## config.mk

```make
export PLATFORM = sky130hd
export DESIGN_NAME = add_sub32_flat
export DESIGN_NICKNAME = d
export VERILOG_FILES = /design/src/rtl/add_sub32_pkg.sv /design/src/rtl/add_sub32_if.sv /design/src/rtl/add_sub32_cla4.sv /design/src/rtl/add_sub32.sv /design/src/flat_wrapper.sv
export SDC_FILE = /design/constraint.sdc
export NUM_CORES = 1
export LEC_CHECK = 0
export CORE_MARGIN = 3
export CORE_UTILIZATION = 45
export CTS_BUF_LIST = sky130_fd_sc_hd__clkbuf_8
export DETAILED_ROUTE_END_ITERATION = 7
export PLACE_DENSITY = 0.83
export REMOVE_ABC_BUFFERS = 1
export SETUP_SLACK_MARGIN = 0.1
export SLEW_MARGIN = 5
export SYNTH_ARGS = -nofsm -noshare
export SYNTH_HDL_FRONTEND = slang
export SYNTH_SLANG_ARGS = --single-unit
```

## constraint.sdc

```tcl
create_clock -name clk -period 1.2 [get_ports clk]
set_clock_uncertainty 0.15 [all_clocks]
set_input_delay 0.24 -clock clk [delete_from_list [all_inputs] [get_ports clk]]
set_output_delay 0.24 -clock clk [all_outputs]
set_load 0.02 [all_outputs]
```

## src/rtl/add_sub32_pkg.sv

```systemverilog
// rtl/add_sub32_pkg.sv - shared widths and result record for the add_sub32 datapath
package add_sub32_pkg;

  localparam int ADDSUB_W = 32;
  localparam int CLA_GRP  = 4;

  typedef struct packed {
    logic [ADDSUB_W-1:0] sum;
    logic                cout;
    logic                v;
  } addsub_res_t;

endpackage

```

## src/rtl/add_sub32_if.sv

```systemverilog
// rtl/add_sub32_if.sv - operand/result bundle for add_sub32; Z exists only with ADDSUB_ZERO_FLAG_EN
interface add_sub32_if
  import add_sub32_pkg::*;
#(
  parameter int WIDTH = ADDSUB_W
) ();

  logic [WIDTH-1:0] A;
  logic [WIDTH-1:0] B;
  logic             SUB;
  logic [WIDTH-1:0] ans;
  logic             cout;
  logic             V;
`ifdef ADDSUB_ZERO_FLAG_EN
  logic             Z;
`endif

`ifdef ADDSUB_ZERO_FLAG_EN
  modport master (output A, B, SUB, input ans, cout, V, Z);
  modport slave  (input A, B, SUB, output ans, cout, V, Z);
`else
  modport master (output A, B, SUB, input ans, cout, V);
  modport slave  (input A, B, SUB, output ans, cout, V);
`endif

endinterface

```

## src/rtl/add_sub32_cla4.sv

```systemverilog
// rtl/add_sub32_cla4.sv - 4-bit carry-lookahead group exposing the carry into bit 3 for overflow
module cla4 (
  input  logic [3:0] a,
  input  logic [3:0] b,
  input  logic       cin,
  output logic [3:0] s,
  output logic       c3,
  output logic       cout
);

  logic [3:0] g;
  logic [3:0] p;
  logic       c1;
  logic       c2;

  always_comb begin
    g  = a & b;
    p  = a ^ b;
    c1 = g[0] | (p[0] & cin);
    c2 = g[1] | (p[1] & g[0]) | (p[1] & p[0] & cin);
    c3 = g[2] | (p[2] & g[1]) | (p[2] & p[1] & g[0]) | (p[2] & p[1] & p[0] & cin);
    cout = g[3] | (p[3] & g[2]) | (p[3] & p[2] & g[1]) | (p[3] & p[2] & p[1] & g[0])
         | (p[3] & p[2] & p[1] & p[0] & cin);
    s  = p ^ {c3, c2, c1, cin};
  end

endmodule

```

## src/rtl/add_sub32.sv

```systemverilog
// rtl/add_sub32.sv - registered two's-complement add/sub with carry and overflow flags
// Optional zero flag output Z is built when ADDSUB_ZERO_FLAG_EN is defined.
module add_sub32
  import add_sub32_pkg::*;
#(
  parameter int WIDTH = ADDSUB_W
) (
  input  logic        clk,
  input  logic        rst,
  add_sub32_if.slave  bus
);

  // WIDTH must be a multiple of CLA_GRP; the group carries ripple between cla4 blocks.
  localparam int NGRP = WIDTH / CLA_GRP;

  logic [WIDTH-1:0] b_eff;
  logic [WIDTH-1:0] sum;
  logic [NGRP:0]    grp_c;
  logic [NGRP-1:0]  grp_c3;

  logic [WIDTH-1:0] ans_d, ans_q;
  logic             cout_d, cout_q;
  logic             v_d, v_q;
`ifdef ADDSUB_ZERO_FLAG_EN
  logic             z_d, z_q;
`endif

  assign b_eff    = bus.B ^ {WIDTH{bus.SUB}};
  assign grp_c[0] = bus.SUB;

  for (genvar g = 0; g < NGRP; g++) begin : g_cla
    cla4 u_cla4 (
      .a    (bus.A[g*CLA_GRP +: CLA_GRP]),
      .b    (b_eff[g*CLA_GRP +: CLA_GRP]),
      .cin  (grp_c[g]),
      .s    (sum[g*CLA_GRP +: CLA_GRP]),
      .c3   (grp_c3[g]),
      .cout (grp_c[g+1])
    );
  end

  always_comb begin
    ans_d  = sum;
    cout_d = grp_c[NGRP];
    v_d    = grp_c3[NGRP-1] ^ grp_c[NGRP];
`ifdef ADDSUB_ZERO_FLAG_EN
    z_d    = ~|sum;
`endif
  end

  always_ff @(posedge clk or posedge rst) begin
    if (rst) begin
      ans_q  <= '0;
      cout_q <= 1'b0;
      v_q    <= 1'b0;
`ifdef ADDSUB_ZERO_FLAG_EN
      z_q    <= 1'b0;
`endif
    end else begin
      ans_q  <= ans_d;
      cout_q <= cout_d;
      v_q    <= v_d;
`ifdef ADDSUB_ZERO_FLAG_EN
      z_q    <= z_d;
`endif
    end
  end

  assign bus.ans  = ans_q;
  assign bus.cout = cout_q;
  assign bus.V    = v_q;
`ifdef ADDSUB_ZERO_FLAG_EN
  assign bus.Z    = z_q;
`endif

endmodule

```

## src/flat_wrapper.sv

```systemverilog
// flat-port wrapper written by rule: the top's interface ports become plain ports
module add_sub32_flat import add_sub32_pkg::*;
#(
  parameter int WIDTH = ADDSUB_W
)
  (clk, rst, bus_A, bus_B, bus_SUB, bus_ans, bus_cout, bus_V);
  add_sub32_if #(.WIDTH(WIDTH)) bus_i ();
  input  logic clk;
  input  logic rst;
  input wire logic [$bits(bus_i.A)-1:0] bus_A;
  input wire logic [$bits(bus_i.B)-1:0] bus_B;
  input wire logic [$bits(bus_i.SUB)-1:0] bus_SUB;
  output wire logic [$bits(bus_i.ans)-1:0] bus_ans;
  output wire logic [$bits(bus_i.cout)-1:0] bus_cout;
  output wire logic [$bits(bus_i.V)-1:0] bus_V;
  assign bus_i.A = bus_A;
  assign bus_i.B = bus_B;
  assign bus_i.SUB = bus_SUB;
  assign bus_ans = bus_i.ans;
  assign bus_cout = bus_i.cout;
  assign bus_V = bus_i.V;
  add_sub32 #(.WIDTH(WIDTH)) u_core (.clk(clk), .rst(rst), .bus(bus_i));
endmodule
```

==> results.yml, run 1 <==
synth:
  async_reset_ff_share_pct: 100
  synth_most_common_cell: "xor2_1"
  netlist_area_mm2: 0.00252
  yosysWarnings: 0
  synth_cell_types: 36
  synth_top_cell_by_area: "dfrtp_1"
  avgSynthCellArea_um2: 10.2
  synth_enable_flop_cells: 0
  synth_top_area_share_pct: 33.7
  synth_ff_type: "dfrtp_1"
  ys_ff_latch: 34
  syn_inst: 247
  ys_seq_area_share_pct: 33.7
  synthTopCellsByArea: "dfrtp_1, ha_1, xor2_1, xnor2_1, fa_1"
  synthTopCellsByCount: "xor2_1, dfrtp_1, ha_1"
clock_network:
  holdBufCountCts: 0
  clock-root-buffer: "clkbuf_8"
  htreeDepth: 2
  cts_max_path_buffers: 2
  cts.sinks: 34
  cts-buffers-inserted: 5
place:
  io_buffers: 100
  place_hpwl_um: 5410
  gp_congestion: 0.803
  pre_cts_slack_ns: -2.03
floorplan:
  dieHeight_um: 80.9
  start_util_pct: 47.9
  num_rows: 26
  fp.dieW_um: 80.9
  io_pins: 101
run_status:
  error: "[ERROR DPL-0038] Utilization greater than 100%, impossible to legalize"
  flow.stopped_at: "5_1_grt"
  status: "stopped before the end"
sta:
  worst-ep-kind: "register input"
  worst_endpoint: "u_core.bus.cout$_DFF_PP0_/D"
global_routing:
  grt_max_degree: 35
[metrics by stage]
stage	cells	cell area (µm²)
floorplan	243	2510
CTS	511	4850
global placement	468	4040
detailed placement	468	4040
[kinds of logic after synthesis]
kind of cell             Yosys count  share of synthesized area [%]
buffers and inverters             30                           4.51
multiplexers                       2                          0.991
AO/OA/AOI/OAI                     52                           13.3
AND/OR/NAND/NOR                   33                           6.34
adder cells (fa/ha/maj)           39                           21.4
flip-flops                        34                           33.7
XOR/XNOR                          57                           19.8
[what timing repair did]
item,4_1_cts
pin swaps,56
resized for setup,314
buffers inserted,41
setup endpoints to repair,68
==> inputs of run 2 (changes only) <==
Settings changed: CORE_UTILIZATION 45 to 40, CTS_BUF_LIST sky130_fd_sc_hd__clkbuf_8 to default, PLACE_DENSITY 0.83 to default, PLACE_DENSITY_LB_ADDON from default to 0.15, SETUP_SLACK_MARGIN 0.1 to default.
==> results.yml, run 2 <==
run_status:
  status: "finished, violations left"
  violations: "setup timing"
clock_network:
  clock-root-buffer: "clkbuf_8"
  cts.sinks: 34
  cts-buffers-inserted: 5
  htreeDepth: 2
  path_clk_slew_ns: 0.08
  holdBufCountCts: 0
  cts_max_path_buffers: 2
  cts_tree: "yes"
sta:
  fin_ws_ns: -1.47
  slew_headroom_pct: 74.1
  fmax_ghz: 0.375
  setup_viol_count_final: 44
  hold_viol_final: 0
  setup_tns_ns: -41.21
  hold_slack_ns: 0.141
  fin_crit_sh_pct: 222
  final_max_slew_viol_count: 0
  min_period_ns: 2.67
  tightest_slew_ns: 0.384
  rsz0062_at_grt: "yes"
place:
  place_hpwl_um: 5140
  io_buffers: 100
  gp_congestion: 0.804
synth:
  synthTopCellsByArea: "dfrtp_1, ha_1, xor2_1, xnor2_1, fa_1"
  synthTopCellsByCount: "xor2_1, dfrtp_1, ha_1"
  yosysWarnings: 0
  ys_seq_area_share_pct: 33.7
  synth_cell_types: 36
  avgSynthCellArea_um2: 10.2
  netlist_area_mm2: 0.00252
  async_reset_ff_share_pct: 100
  synth_enable_flop_cells: 0
  synth_top_cell_by_area: "dfrtp_1"
  syn_inst: 247
  ys_ff_latch: 34
  synth_top_area_share_pct: 33.7
  synth_ff_type: "dfrtp_1"
  synth_most_common_cell: "xor2_1"
setup_path:
  max_stage_delay_ns: 0.53
  path_cells: "buf_12 > buf_12 > buf_4 > buf_8 > xor2_1 > ha_1 > o21ai_2 > o21ai_2 > a32oi_2 > o31ai_4 > nor2_1 > o21bai_1 > inv_1 > fa_2 > inv_1"
  critPathArrivalTime_ns: 2.72
  cp-start-kind: "primary input"
  endpoint_kind: "flop"
  crit_buf_inv: 6
  cp_slowest_cell: "fa_2"
  critPathKind: "primary input to flop"
  worst_path_dominant_cell_family: "adder cells"
  crit_required_ns: 1.25
  crit_fanout: 7
  crit_cells: 15
final_layout:
  layout_common_cells: "buf_4, buf_6, clkdlybuf4s50_1, dfrtp_1, xor2_1"
  regArea_um2: 851
  largest_reg_flops: 32
  syn_to_final_growth_pct: 101
  final_common_cell: "buf_4"
  multi_input_area_mm2: 0.00209
  drive_above_1_share_pct: 49.3
  fillers: 338
  final_nets: 550
pwr:
  power_w: 0.00646
  swShare_pct: 37.7
  combPwrFrac_pct: 60.8
  seqPwrFrac_pct: 25.9
  powerDensity_mw_per_mm2: 1270
  p_int_w: 0.00403
  vdd_drop_max_mv: 0.864
  p_clk_share_pct: 13.3
  leakage_nw: 2.36
  p_switching_w: 0.00244
global_routing:
  grt_max_degree: 35
  antenna_found_initial: 1
  grt.overflow.total: 0
  grt_pass1_vias: 2685
  track_usage_pct: 22.0
  grt_pass1_wl_um: 12600
floorplan:
  dieHeight_um: 85.5
  num_rows: 28
  fp.dieW_um: 85.5
  dieArea_mm2: 0.00730
  io_pins: 101
  start_util_pct: 41.9
  core-area_mm2: 0.00603
detailed_routing:
  avgRoutedWirePerCell_um: 16.5
  antenna_left: 0
  route.detailed.drc: 0
  num_vias: 2556
  vias_per_cell: 4.92
  drt_first_pass_iters: 4
  routed_wl_um: 8560
  drtIter0Drc: 79
run:
  cap_violations: 0
hold_path:
  hold_class: "primary input to async pin"
## run 2: cell counts after synthesis
Identical to the previous run, type by type.
## run 2: cells by family after synthesis
logic type               share of synthesized area, %
flip-flops                                       33.7
AND/OR/NAND/NOR                                  6.34
adder cells (fa/ha/maj)                          21.4
multiplexers                                    0.991
buffers and inverters                            4.51
AO/OA/AOI/OAI                                    13.3
XOR/XNOR                                         19.8
## run 2: cell type report
class / instances / share of cell area [%]
multi-input combinational: 183 / 41.1
timing repair buffer: 194 / 36.7
sequential: 34 / 16.7
inverter: 26 / 1.92
tap: 75 / 1.85
clock buffer: 5 / 1.35
clock inverter: 2 / 0.197
antenna: 1 / 0.0492
## run 2: power groups by stage
stage	clock network, W	registers [W]	logic (W)
2_1_floorplan	0	0.00210	0.000974
3_3_place_gp	0	0.00163	0.00294
3_5_place_dp	0	0.00162	0.00302
4_1_cts	0.000869	0.00165	0.00344
5_1_grt	0.000920	0.00171	0.00418
6_report	0.000858	0.00167	0.00393
## run 2: path summary, 6_finish.rpt
check | start | to | slack, ns
worst max-delay path | bus_SUB | u_core.bus.ans[24] | -1.47
worst min-delay path | rst | u_core.bus.ans[1] | 0.14
max in group asynchronous | rst | u_core.bus.ans[14] | 0.57
min in group clk | bus_SUB | u_core.bus.ans[1] | 0.27
## run 2: worst min-delay path: cells and delay by family
family | cells | cell delay (ns)
buffers and inverters | 3 | 0.72
## run 2: metrics by stage
| stage | area, µm² | setup slack (ns) | cells | util, % |
|---|---|---|---|---|
| final | 5080 | -1.47 | 520 | 84.3 |
| after floorplan | 2510 | -1.40 | 243 | - |
| after CTS | 4700 | -1.38 | 506 | 78.1 |
| after detailed placement | 4030 | -2.07 | 471 | 66.9 |
| after global placement | 4030 | -2.00 | 471 | 66.9 |
| after global routing | 5080 | -1.57 | 520 | 84.3 |
## run 2: repair_timing
item / 4_1_cts / 5_1_grt
endpoints found under the setup margin: 68 / 68
cloned: 1 / 0
resized for setup: 303 / 56
setup buffers: 29 / 16
pin swaps: 93 / 31
endpoints found under the hold margin: 0 / 0
## run 2: metal layers
metal / wire, µm / GRT usage (%) / vias to the layer above
met5: 0 / 0 / -
met4: 227 / 6.19 / 0
met3: 423 / 4.85 / 20
met2: 4760 / 41.3 / 74
met1: 3160 / 24.8 / 1234
li1: - / - / 1228
Note: power is estimated with default switching activity, not from simulation.
==> inputs of run 3 (changes only) <==
Settings changed: ABC_CLOCK_PERIOD_IN_PS from default to 1200.
==> results of run 3 <==
The final DEF is identical to that of run 2; final timing and power are the same.
==> inputs of run 4 (changes only) <==
Settings changed: SLEW_MARGIN 5 to default.
==> results of run 4 <==
The final DEF is identical to that of run 2; final timing and power are the same.
